## src/rtl/rca_pkg.sv

```systemverilog
// Shared definitions for the nibble-serial adder: slice width, FSM states and
// the slice-index width helper.
package rca_pkg;

    localparam int unsigned SLICE_W = 4;

    typedef enum logic [1:0] {
        ST_IDLE = 2'd0,
        ST_RUN  = 2'd1,
        ST_DONE = 2'd2
    } state_t;

    // Bits needed to hold a slice index 0..nslice-1, never less than one.
    function automatic int unsigned idx_w(input int unsigned nslice);
        return (nslice <= 1) ? 1 : $clog2(nslice);
    endfunction

endpackage

```

## src/rtl/RCA_4b.sv

```systemverilog
// 4-bit combinational ripple-carry adder; the datapath slice that the serial
// wrapper reuses once per nibble.
module RCA_4b (
    input  logic [3:0] A,
    input  logic [3:0] B,
    input  logic       C_IN,
    output logic [3:0] SUM,
    output logic       C_OUT
);

    logic [4:0] c;

    always_comb begin
        c    = '0;
        SUM  = '0;
        c[0] = C_IN;
        for (int unsigned i = 0; i < 4; i++) begin
            SUM[i]  = A[i] ^ B[i] ^ c[i];
            c[i+1]  = (A[i] & B[i]) | (c[i] & (A[i] ^ B[i]));
        end
        C_OUT = c[4];
    end

endmodule

```

## src/rtl/rca_serial_adder.sv

```systemverilog
// Multi-cycle WIDTH-bit adder feeding one RCA_4b a nibble per cycle, LSB first.
// Define RCA_SERIAL_OVF_EN to add the signed-overflow output OVF.
module rca_serial_adder
    import rca_pkg::*;
#(
    parameter int unsigned WIDTH = 16
) (
    input  logic             CLK,
    input  logic             RST_N,
    input  logic             START,
    input  logic [WIDTH-1:0] X,
    input  logic [WIDTH-1:0] Y,
    input  logic             C_IN,
    output logic             BUSY,
    output logic             DONE,
    output logic [WIDTH-1:0] SUM,
    output logic             C_OUT
`ifdef RCA_SERIAL_OVF_EN
    ,
    output logic             OVF
`endif
);

    localparam int unsigned NSLICE = WIDTH / SLICE_W;
    localparam int unsigned IW     = idx_w(NSLICE);
    localparam logic [IW-1:0] LAST = IW'(NSLICE - 1);

    state_t             state_q, state_d;
    logic [IW-1:0]      idx_q;
    logic               carry_q;
    logic [WIDTH-1:0]   x_lat, y_lat;
    logic [SLICE_W-1:0] slice_a, slice_b, slice_sum;
    logic               slice_co;
    logic               accept;

    assign accept = START && (state_q == ST_IDLE || state_q == ST_DONE);
    assign BUSY   = (state_q == ST_RUN);
    assign DONE   = (state_q == ST_DONE);

    always_ff @(posedge CLK or negedge RST_N) begin
        if (!RST_N) state_q <= ST_IDLE;
        else        state_q <= state_d;
    end

    always_comb begin
        state_d = state_q;
        case (state_q)
            ST_IDLE: if (START) state_d = ST_RUN;
            ST_RUN:  if (idx_q == LAST) state_d = ST_DONE;
            ST_DONE: state_d = START ? ST_RUN : ST_IDLE;
            default: state_d = ST_IDLE;
        endcase
    end

    // Slice operand select: an explicit mux keeps every latched bit in use.
    always_comb begin
        slice_a = '0;
        slice_b = '0;
        for (int unsigned i = 0; i < NSLICE; i++) begin
            if (idx_q == i[IW-1:0]) begin
                slice_a = x_lat[i*SLICE_W +: SLICE_W];
                slice_b = y_lat[i*SLICE_W +: SLICE_W];
            end
        end
    end

    RCA_4b u_slice (
        .A     (slice_a),
        .B     (slice_b),
        .C_IN  (carry_q),
        .SUM   (slice_sum),
        .C_OUT (slice_co)
    );

    always_ff @(posedge CLK or negedge RST_N) begin
        if (!RST_N) begin
            idx_q   <= '0;
            carry_q <= 1'b0;
            x_lat   <= '0;
            y_lat   <= '0;
            SUM     <= '0;
            C_OUT   <= 1'b0;
`ifdef RCA_SERIAL_OVF_EN
            OVF     <= 1'b0;
`endif
        end else if (accept) begin
            x_lat   <= X;
            y_lat   <= Y;
            carry_q <= C_IN;
            idx_q   <= '0;
            SUM     <= '0;
            C_OUT   <= 1'b0;
`ifdef RCA_SERIAL_OVF_EN
            OVF     <= 1'b0;
`endif
        end else if (state_q == ST_RUN) begin
            for (int unsigned i = 0; i < NSLICE; i++) begin
                if (idx_q == i[IW-1:0]) SUM[i*SLICE_W +: SLICE_W] <= slice_sum;
            end
            carry_q <= slice_co;
            // Index wraps on the MSB slice so it never addresses past WIDTH.
            if (idx_q == LAST) begin
                idx_q <= '0;
                C_OUT <= slice_co;
`ifdef RCA_SERIAL_OVF_EN
                OVF   <= (x_lat[WIDTH-1] == y_lat[WIDTH-1]) &&
                         (slice_sum[SLICE_W-1] != x_lat[WIDTH-1]);
`endif
            end else begin
                idx_q <= idx_q + 1'b1;
            end
        end
    end

endmodule

```

## config.mk

```make
export PLATFORM = sky130hd
export DESIGN_NAME = rca_serial_adder
export DESIGN_NICKNAME = d
export VERILOG_FILES = /design/src/rtl/rca_pkg.sv /design/src/rtl/RCA_4b.sv /design/src/rtl/rca_serial_adder.sv
export SDC_FILE = /design/constraint.sdc
export NUM_CORES = 1
export LEC_CHECK = 0
export BUFFER_PORTS_ARGS = -buffer_cell sky130_fd_sc_hd__buf_4
export CAP_MARGIN = 20
export CORE_MARGIN = 2
export CORE_UTILIZATION = 30
export DETAILED_ROUTE_END_ITERATION = 10
export GPL_TIMING_DRIVEN = 0
export PLACE_DENSITY = 0.54
export SKIP_CTS_REPAIR_TIMING = 1
export SLEW_MARGIN = 15
export SYNTH_ARGS = -nofsm -noshare
export SYNTH_HDL_FRONTEND = slang
export SYNTH_HIERARCHICAL = 1
export SYNTH_SLANG_ARGS = --single-unit
```

## constraint.sdc

```tcl
create_clock -name CLK -period 8.07 [get_ports CLK]
set_clock_uncertainty 0.1 [all_clocks]
set_input_delay 2.0175 -clock CLK [delete_from_list [all_inputs] [get_ports CLK]]
set_output_delay 2.0175 -clock CLK [all_outputs]
set_load 0.01 [all_outputs]
```

# == Word level (Yosys, flattened, before mapping) ==
# Index checks and enable logic that the tools add are counted.
# Widths: inputs -> output; s select.
# op_classes
reduce_logical,14
n_lt_le_gt_ge,0
div_mod_pow,0
mux,26
shift,0
n_eq_ne,7
n_bitwise,20
n_addsub,1
n_mul,0
# ops
cell,count
$mux 4,12
$mux 16,2
$mux 2,5
$reduce_and 2->1,5
$reduce_bool 2->1,5
$and 1x1->1,8
$xor 1x1->1,8
$eq 2x2->1 const B,3
$mux 1,6
$pmux 2 s3,1
$eq 2x1->1 const B,2
$logic_not 2->1,2
$or 1x1->1,4
$add 2x1->2 const B,1
$ne 2x1->1 const B,1
$ne 2x2->1 const B,1
$logic_and 1x1->1,1
$logic_or 1x1->1,1
# totals
n_memories,0
out_inout_bits,19
input_bits,36
romBits,0
latchBits,0
regBits,54
mem_bits_rw,0
elab_cells,78

# == Logic depth before layout (Yosys ltp) ==
# Gate-level depths: netlist (run 1).
# logic_depth
ltp_word,17
ltp_mapped,17
ltp_nobuf,15

# == By module ==
# Netlist (run 1), hierarchy kept.
# modules_own_cells
module,cells_each,seq_area_each_um2,area_each_um2,instances
rca_serial_adder,282,1351.3,2487.4,1
RCA_4b,14,0.0,117.6,1

# == Least setup slack after synthesis (run 1) ==
# Ideal clock, no wire load.
# synth_timing
kind,reg2reg
startpoint,reg idx_q[1]
endpoint,reg SUM[7]
period_less_slack_ps,3172
setup_ps,87
arrival_time_ps,2985
path_stages_with_launch,18
path_slack_ps,4898
required_time_ps,7883
n_path_buf,2
path_cell_list,dfrtp_1 > inv_1 > ha_1 > buf_2 > nor2b_1 > buf_2 > a22oi_1 > a21oi_1 > fa_1 > inv_1 > fa_1 > inv_1 > fa_1 > inv_1 > fa_1 > inv_1 > nand2_1 > o211ai_1
# synth_between
elab_chain_cells,16
elab_cells_between_ends,31
cone_classes,eq/ne (3); mux (11); bitwise (14); reduce/logical (3)
# synth_lines
element,line_no,rtl
start: declaration,rca_serial_adder.sv:29,logic [IW-1:0] idx_q;
start signal: assignment,rca_serial_adder.sv:110,idx_q <= idx_q + 1'b1;
$logic_not 2->1,rca_serial_adder.sv:60,if (idx_q == i[IW-1:0]) begin
$mux 4 (3 in a row),rca_serial_adder.sv:60,
$mux 4 *,rca_serial_adder.sv:60,
via slice_a[0],rca_serial_adder.sv:32,"logic [SLICE_W-1:0] slice_a, slice_b, slice_sum;"
$xor 1x1->1,RCA_4b.sv:19,c[i+1] = (A[i] & B[i]) | (c[i] & (A[i] ^ B[i]));
$and 1x1->1,RCA_4b.sv:19,
$or 1x1->1 *,RCA_4b.sv:19,
$and 1x1->1 *,RCA_4b.sv:19,
$or 1x1->1 *,RCA_4b.sv:19,
$and 1x1->1 *,RCA_4b.sv:19,
$or 1x1->1 *,RCA_4b.sv:19,
$xor 1x1->1 *,RCA_4b.sv:18,SUM[i] = A[i] ^ B[i] ^ c[i];
via slice_sum[3],rca_serial_adder.sv:32,
$mux 4 *,rca_serial_adder.sv:98,if (idx_q == i[IW-1:0]) SUM[i*SLICE_W +: SLICE_W] <= slice_sum;
$mux 16 *,rca_serial_adder.sv:96,end else if (state_q == ST_RUN) begin
$mux 16 *,rca_serial_adder.sv:86,end else if (accept) begin
end signal: indexed assignment,rca_serial_adder.sv:98,
end: declaration,rca_serial_adder.sv:16,"output logic [WIDTH-1:0] SUM,"
# Mark *: on every way through the listed nets, which the timed path passes. The rest lies on a longest branch. The select of a mux whose other input is x is not followed.
# A chain may end at the register's enable or synchronous reset.

# == Worst setup path in the final report (run 1) ==
# Same ends and word-level chain as after synthesis.

==> results of run 1 <==
==> flip-flops by register name, indices dropped and copies added (netlist names) <==
signal	cells
SUM	16
y_lat	16
idx_q	2
x_lat	16
state_q	2
C_OUT	1
carry_q	1
==> critical path, cell delays in order, from the launching register on <==
cell      delay (ns)
dfrtp_1         0.41
inv_1           0.11
ha_1            0.19
buf_2           0.24
nor2b_1         0.06
buf_2           0.18
a22oi_1         0.18
a21oi_1         0.13
fa_1            0.44
inv_1           0.07
fa_1            0.16
inv_1           0.05
fa_1            0.35
inv_1           0.07
fa_1            0.40
inv_1           0.07
nand2_1         0.12
o211ai_1        0.20
==> cell families (layout without fill, tap and decap cells) <==
kind of cell	after synthesis	after routing
buffers and inverters	33	95
AOI/OAI and AO/OA	44	44
DFF	54	54
and+or+nand+nor	157	157
adders and majority gates	8	8
==> Yosys cell counts <==
library cell	n
buf_4	4
o22ai_1	7
o21ai_0	1
inv_2	2
or3b_1	1
nor2b_1	4
nand2_1	121
nand3b_1	1
fa_1	4
o21ai_1	2
nand3_1	20
a31oi_1	1
a22oi_1	8
dfrtp_1	54
buf_6	3
a21oi_1	8
nand2b_1	7
buf_2	9
nor2_4	1
o31ai_1	1
ha_1	4
clkbuf_1	3
nor2_1	2
inv_1	12
o211ai_1	16
==> through the flow <==
stage | utilization, % | area, um^2
after detailed placement | 37.86 | 3142
after CTS | 39.21 | 3254
final | 39.21 | 3254
after floorplan | - | 2605
after global routing | 39.21 | 3254
after global placement | 37.86 | 3142
==> cell usage in the layout (no fill, tap or decap), drive strengths merged <==
cell,netlist,layout
nand2b,7,7
a22oi,8,8
nand2,121,121
fa,4,4
clkbuf,3,8
a31oi,1,1
nor2b,4,4
bufinv,0,1
o22ai,7,7
nand3,20,20
clkinv,0,1
ha,4,4
o31ai,1,1
inv,14,15
o21ai,3,3
buf,16,70
or3b,1,1
nand3b,1,1
nor2,3,3
o211ai,16,16
dfrtp,54,54
a21oi,8,8
==> worst paths after layout <==
check                                      start                     to  slack [ns]
min reg2reg                x_lat[14]$_DFFE_PN0P_  x_lat[14]$_DFFE_PN0P_        0.38
min                        x_lat[14]$_DFFE_PN0P_  x_lat[14]$_DFFE_PN0P_        0.38
max reg2reg                 idx_q[1]$_DFFE_PN0P_     SUM[7]$_DFFE_PN0P_        4.46
max in group asynchronous                  RST_N   idx_q[1]$_DFFE_PN0P_        5.76
max                         idx_q[1]$_DFFE_PN0P_     SUM[7]$_DFFE_PN0P_        4.46
min in group asynchronous                  RST_N     SUM[1]$_DFFE_PN0P_        1.65
==> final cells by class <==
class                      count  share of cell area, %
inverter                      14                  1.615
clock buffer                   5                  2.115
multi-input combinational    209                  33.22
tap                          105                  4.037
sequential                    54                  41.52
buffer                        19                  3.691
timing repair buffer          54                  12.46
clock inverter                 3                  1.346
==> routing by layer <==
layer  global-route usage [%]  vias to the layer above
met3                    3.094                        4
met2                    22.33                       54
met4                    2.275                        0
met5                        0                        -
li1                         -                     1083
met1                    19.95                     1017
==> power breakdown <==
part	internal [mW]	total, mW	switching (mW)
Combinational	0.270	0.689	0.420
Sequential	0.388	0.456	0.0683
Clock	0.0931	0.184	0.0911
==> metrics.md, run 1 <==
| Metric | Value |
|---|---|
| Worst-Margin Slew | 0.6941 ns |
| Fin nets | 401 |
| Synth Warn # | 6 |
| Root buf cell | clkbuf_8 |
| Antenna Nets Post-Route | 0 |
| I/O pins | 55 |
| Kind of critical path | reg2reg |
| Pre-CTS setup slack | 4.446 ns |
| Initial DRC count | 126 |
| Post-route worst setup slack | 4.462 ns |
| Worst reg2reg path depth | 17 |
| Total negative slack | 0 ns |
| Library cells used by synthesis | 25 |
| Die Ht | 97.19 um |
| Hold depth | 2 |
| H-Tree Depth | 2 |
| Reg clk slew, reported paths | 0.10 ns |
| Crit. End Element | register |
| Routed vias/inst | 4.661 |
| Met2 WL | 2.842 mm |
| Die X | 97.19 um |
| Syn Nets | 340 |
| Starting Density | 31.39% |
| Max Used Layer | met4 |
| Mux cell area share after synthesis | 0% |
| Max Clk Rate | 0.2772 GHz |
| Top cell type by total area after synthesis | dfrtp_1 |
| Hold WS | 0.3808 ns |
| # fillers | 856 |
| Ranking of synthesized cells by area | dfrtp_1 52%, nand2_1 17%, o211ai_1 4.6%, nand3_1 3.8%, fa_1 3.1% |
| HPWL Detailed | 4.485 mm |
| Fin crit period | 3.608 ns |
| Max Cap Viol | 0 |
| Largest family of logic cells by synthesized area | simple AND/OR/NAND/NOR gates |
| RSZ-0062 raised after global routing | no |
| Placed cell count | 455 |
| Post-Synth Simple-Gate Area | 25.26% |
| Met1 WL | 2.970 mm |
| Global route total overflow | 0 |
| Rel. slew slack | 53.73% |
| Slew Viols, Final | 0 |
| Met3 wire length | 343 um |
| Area fraction of the dominant cell type after synthesis | 51.87% |
| Post-detailed-route DRC marker count | 0 |
| Cell Count, Final, Fillers Out | 463 |
| CTS tree | done |
| First-pass GRT wire length | 10.92 mm |
| Avg Cell Area, Syn | 8.801 um^2 |
| XOR/XNOR share of the synthesized area | 0% |
| Register area share after synthesis | 51.87% |
| Vias post-DR | 2,158 |
| Worst path required time | 8.20 ns |
| Num Clock Sinks | 54 |
| P_leak | 1.638 nW |
| Clock Latency Late Sink | 0.31 ns |
| Site Rows | 33 |
| GPL Wtd Cong | 0.7686 |
| CTS Buf Count | 5 |
| Clock Path Buffers | 2 |
| Final setup fails | 0 |
| Startpoint types | register |
| Pwr dens | 408.5 nW/um^2 |
| Initial antenna violation count | 0 |
| Worst IR Drop VDD | 150.4 uV |
| Layout cells sized above 1 | 22.63% |
| WL/cell | 13.35 um |
| Area occupied by multi-input gates | 1081 um^2 |
| Status | complete, no violations |
| Area grow syn2layout | 24.93% |
| IO buf count | 54 |
| Fin crit share | 44.71% |
| Synth Area in Adders | 4.995% |
| Synthesized area | 2605 um^2 |
| 1st-pass router iterations | 4 |
| Final WL | 6.183 mm |
| Crit path DAT | 3.74 ns |
| Total design power | 1.330 mW |
| # diodes | 0 |
| Area fraction in compound gates after synthesis | 11.24% |
| Hold Fails Final Rpt | 0 |
| Synth Instances | 296 |
| Largest net degree at the start of global routing | 55 |
| Critical path fanouts, max | 10 |
| Storage cell area | 1351 um^2 |
| Vias in the first global route | 2,224 |
| GRT Total Usage | 14.01% |
| Post-synthesis register bit count | 54 |
| Min-Delay Path Class | reg2reg |
| Full die area | 9445 um^2 |
| Core footprint | 8299 um^2 |
Note: power is estimated with default switching activity, not from simulation.
==> run 2: changes to the inputs <==
==> constraint.sdc (replaced) <==
create_clock -name CLK -period 3.6 [get_ports CLK]
set_clock_uncertainty 0.1 [all_clocks]
set_input_delay 0.9 -clock CLK [delete_from_list [all_inputs] [get_ports CLK]]
set_output_delay 0.9 -clock CLK [all_outputs]
set_load 0.01 [all_outputs]
==> run 2 against run 1 <==
Routed wire length increased by 0.63%. Hold slack better by 0.0015 ns. Cell area increased by 0.50%. Critical endpoint unchanged.
==> metrics.md, run 2 (synthesis results as in run 1) <==
| Metric | Value |
|---|---|
| Clock Path Buffers | 2 |
| Root buf cell | clkbuf_8 |
| Largest registers | SUM: 16 flops, x_lat: 16 flops, y_lat: 16 flops |
| Worst-Margin Slew | 0.6953 ns |
| Initial antenna violation count | 0 |
| WL/cell | 13.47 um |
| GR Util met2 | 22.33% |
| Kind of critical path | reg2reg |
| Global route total overflow | 0 |
| Post-layout util | 39.41% |
| Area grow syn2layout | 25.55% |
| Num Clock Sinks | 54 |
| Core footprint | 8299 um^2 |
| Routed vias/inst | 4.671 |
| Vias post-DR | 2,158 |
| Min-Delay Path Class | reg2reg |
| Final WL | 6.222 mm |
| Cell Count, Final, Fillers Out | 462 |
| Clock Latency Late Sink | 0.31 ns |
| GPL Wtd Cong | 0.7686 |
| Startpoint types | register |
| Hold depth | 2 |
| Antenna Nets Post-Route | 0 |
| IO buf count | 54 |
| Crit path DAT | 3.53 ns |
| Status | complete, no violations |
| Setup crit start | idx_q[0]$_DFFE_PN0P_ |
| GR met3 Demand/Resource | 3.094% |
| P_leak | 1.634 nW |
| Storage cell area | 1351 um^2 |
| Hold Fails Final Rpt | 0 |
| Full die area | 9445 um^2 |
| Global routing usage on met1 | 19.95% |
| # diodes | 0 |
| First-pass GRT wire length | 10.92 mm |
| Critical path fanouts, max | 7 |
| HPWL Detailed | 4.485 mm |
| RSZ-0062 raised after global routing | no |
| Pwr dens | 923.0 nW/um^2 |
| I/O pins | 55 |
| Leading cell type in the layout, fill and taps excluded | nand2_1 |
| Layout cells sized above 1 | 24.37% |
| Crit. End Element | register |
| GRT Total Usage | 14.01% |
| Site Rows | 33 |
| GR peak layer | met2 |
| Pre-CTS setup slack | -0.02439 ns |
| Max Cap Viol | 0 |
| Worst reg2reg startpoint | idx_q[0]$_DFFE_PN0P_ |
| Post-route worst setup slack | 0.2080 ns |
| Fin crit period | 3.392 ns |
| Slew Viols, Final | 0 |
| Most frequent cells in the layout | 120 x nand2_1, 58 x buf_4, 54 x dfrtp_1 |
| Starting Density | 31.39% |
| Fin crit share | 94.22% |
| Post-detailed-route DRC marker count | 0 |
| CTS tree | done |
| Placed cell count | 455 |
| Area occupied by multi-input gates | 1096 um^2 |
| Worst R2R Setup Slack | 0.21 ns |
| Max Clk Rate | 0.2948 GHz |
| Hold Startpoint | x_lat[14]$_DFFE_PN0P_ |
| Total design power | 3.019 mW |
| Largest net degree at the start of global routing | 55 |
| Initial DRC count | 108 |
| H-Tree Depth | 2 |
| Fin nets | 400 |
| 1st-pass router iterations | 4 |
| Die X | 97.19 um |
| Reg clk slew, reported paths | 0.10 ns |
| Rel. slew slack | 53.65% |
| CTS Buf Count | 5 |
| Final setup fails | 0 |
| # fillers | 853 |
| Die Ht | 97.19 um |
| Worst reg2reg path depth | 15 |
| Worst IR Drop VDD | 342.9 uV |
| Worst path required time | 3.73 ns |
| Vias in the first global route | 2,224 |
## run 2: layout make-up
cell class / count / area share, %
multi-input combinational: 209 / 33.51
tap: 105 / 4.017
clock buffer: 5 / 2.104
buffer: 18 / 3.711
timing repair buffer: 54 / 12.39
inverter: 14 / 1.607
sequential: 54 / 41.32
clock inverter: 3 / 1.339
## run 2: routing by layer
| metal | vias to the layer above | wire length [um] |
|---|---|---|
| met5 | - | 0 |
| met4 | 0 | 43 |
| met3 | 6 | 320 |
| met2 | 56 | 2841 |
| met1 | 1013 | 3016 |
| li1 | 1083 | - |
## run 2: metrics by stage
stage / instance area [um^2] / hold slack (ns) / TNS (ns)
final: 3271 / 0.3823 / 0
after global routing: 3271 / 0.4106 / 0
after CTS: 3254 / 0.3886 / -0.1425
after detailed placement: 3142 / 0.3631 / -0.03840
after global placement: 3142 / 0.3589 / 0
after floorplan: 2605 / 0.3384 / 0
## run 2: final timing paths
check                                        endpoint
worst max-delay path               SUM[7]$_DFFE_PN0P_
worst min-delay path            x_lat[14]$_DFFE_PN0P_
worst max register to register     SUM[7]$_DFFE_PN0P_
worst min register to register  x_lat[14]$_DFFE_PN0P_
max in group asynchronous        idx_q[1]$_DFFE_PN0P_
min in group asynchronous          SUM[1]$_DFFE_PN0P_
## run 2: critical path: stages, from the launching register on
cell,delay [ns]
dfrtp_1,0.44
ha_1,0.31
nand2b_1,0.17
buf_2,0.17
o22ai_1,0.14
a21oi_1,0.08
fa_1,0.43
inv_1,0.07
fa_1,0.16
inv_1,0.05
fa_1,0.35
inv_1,0.07
fa_1,0.40
inv_1,0.09
nand2_2,0.08
o211ai_1,0.18
## run 2: where the power goes
group          switching [mW]  internal, mW
registers               0.157         0.870
clock network           0.207         0.209
logic                   0.956         0.620
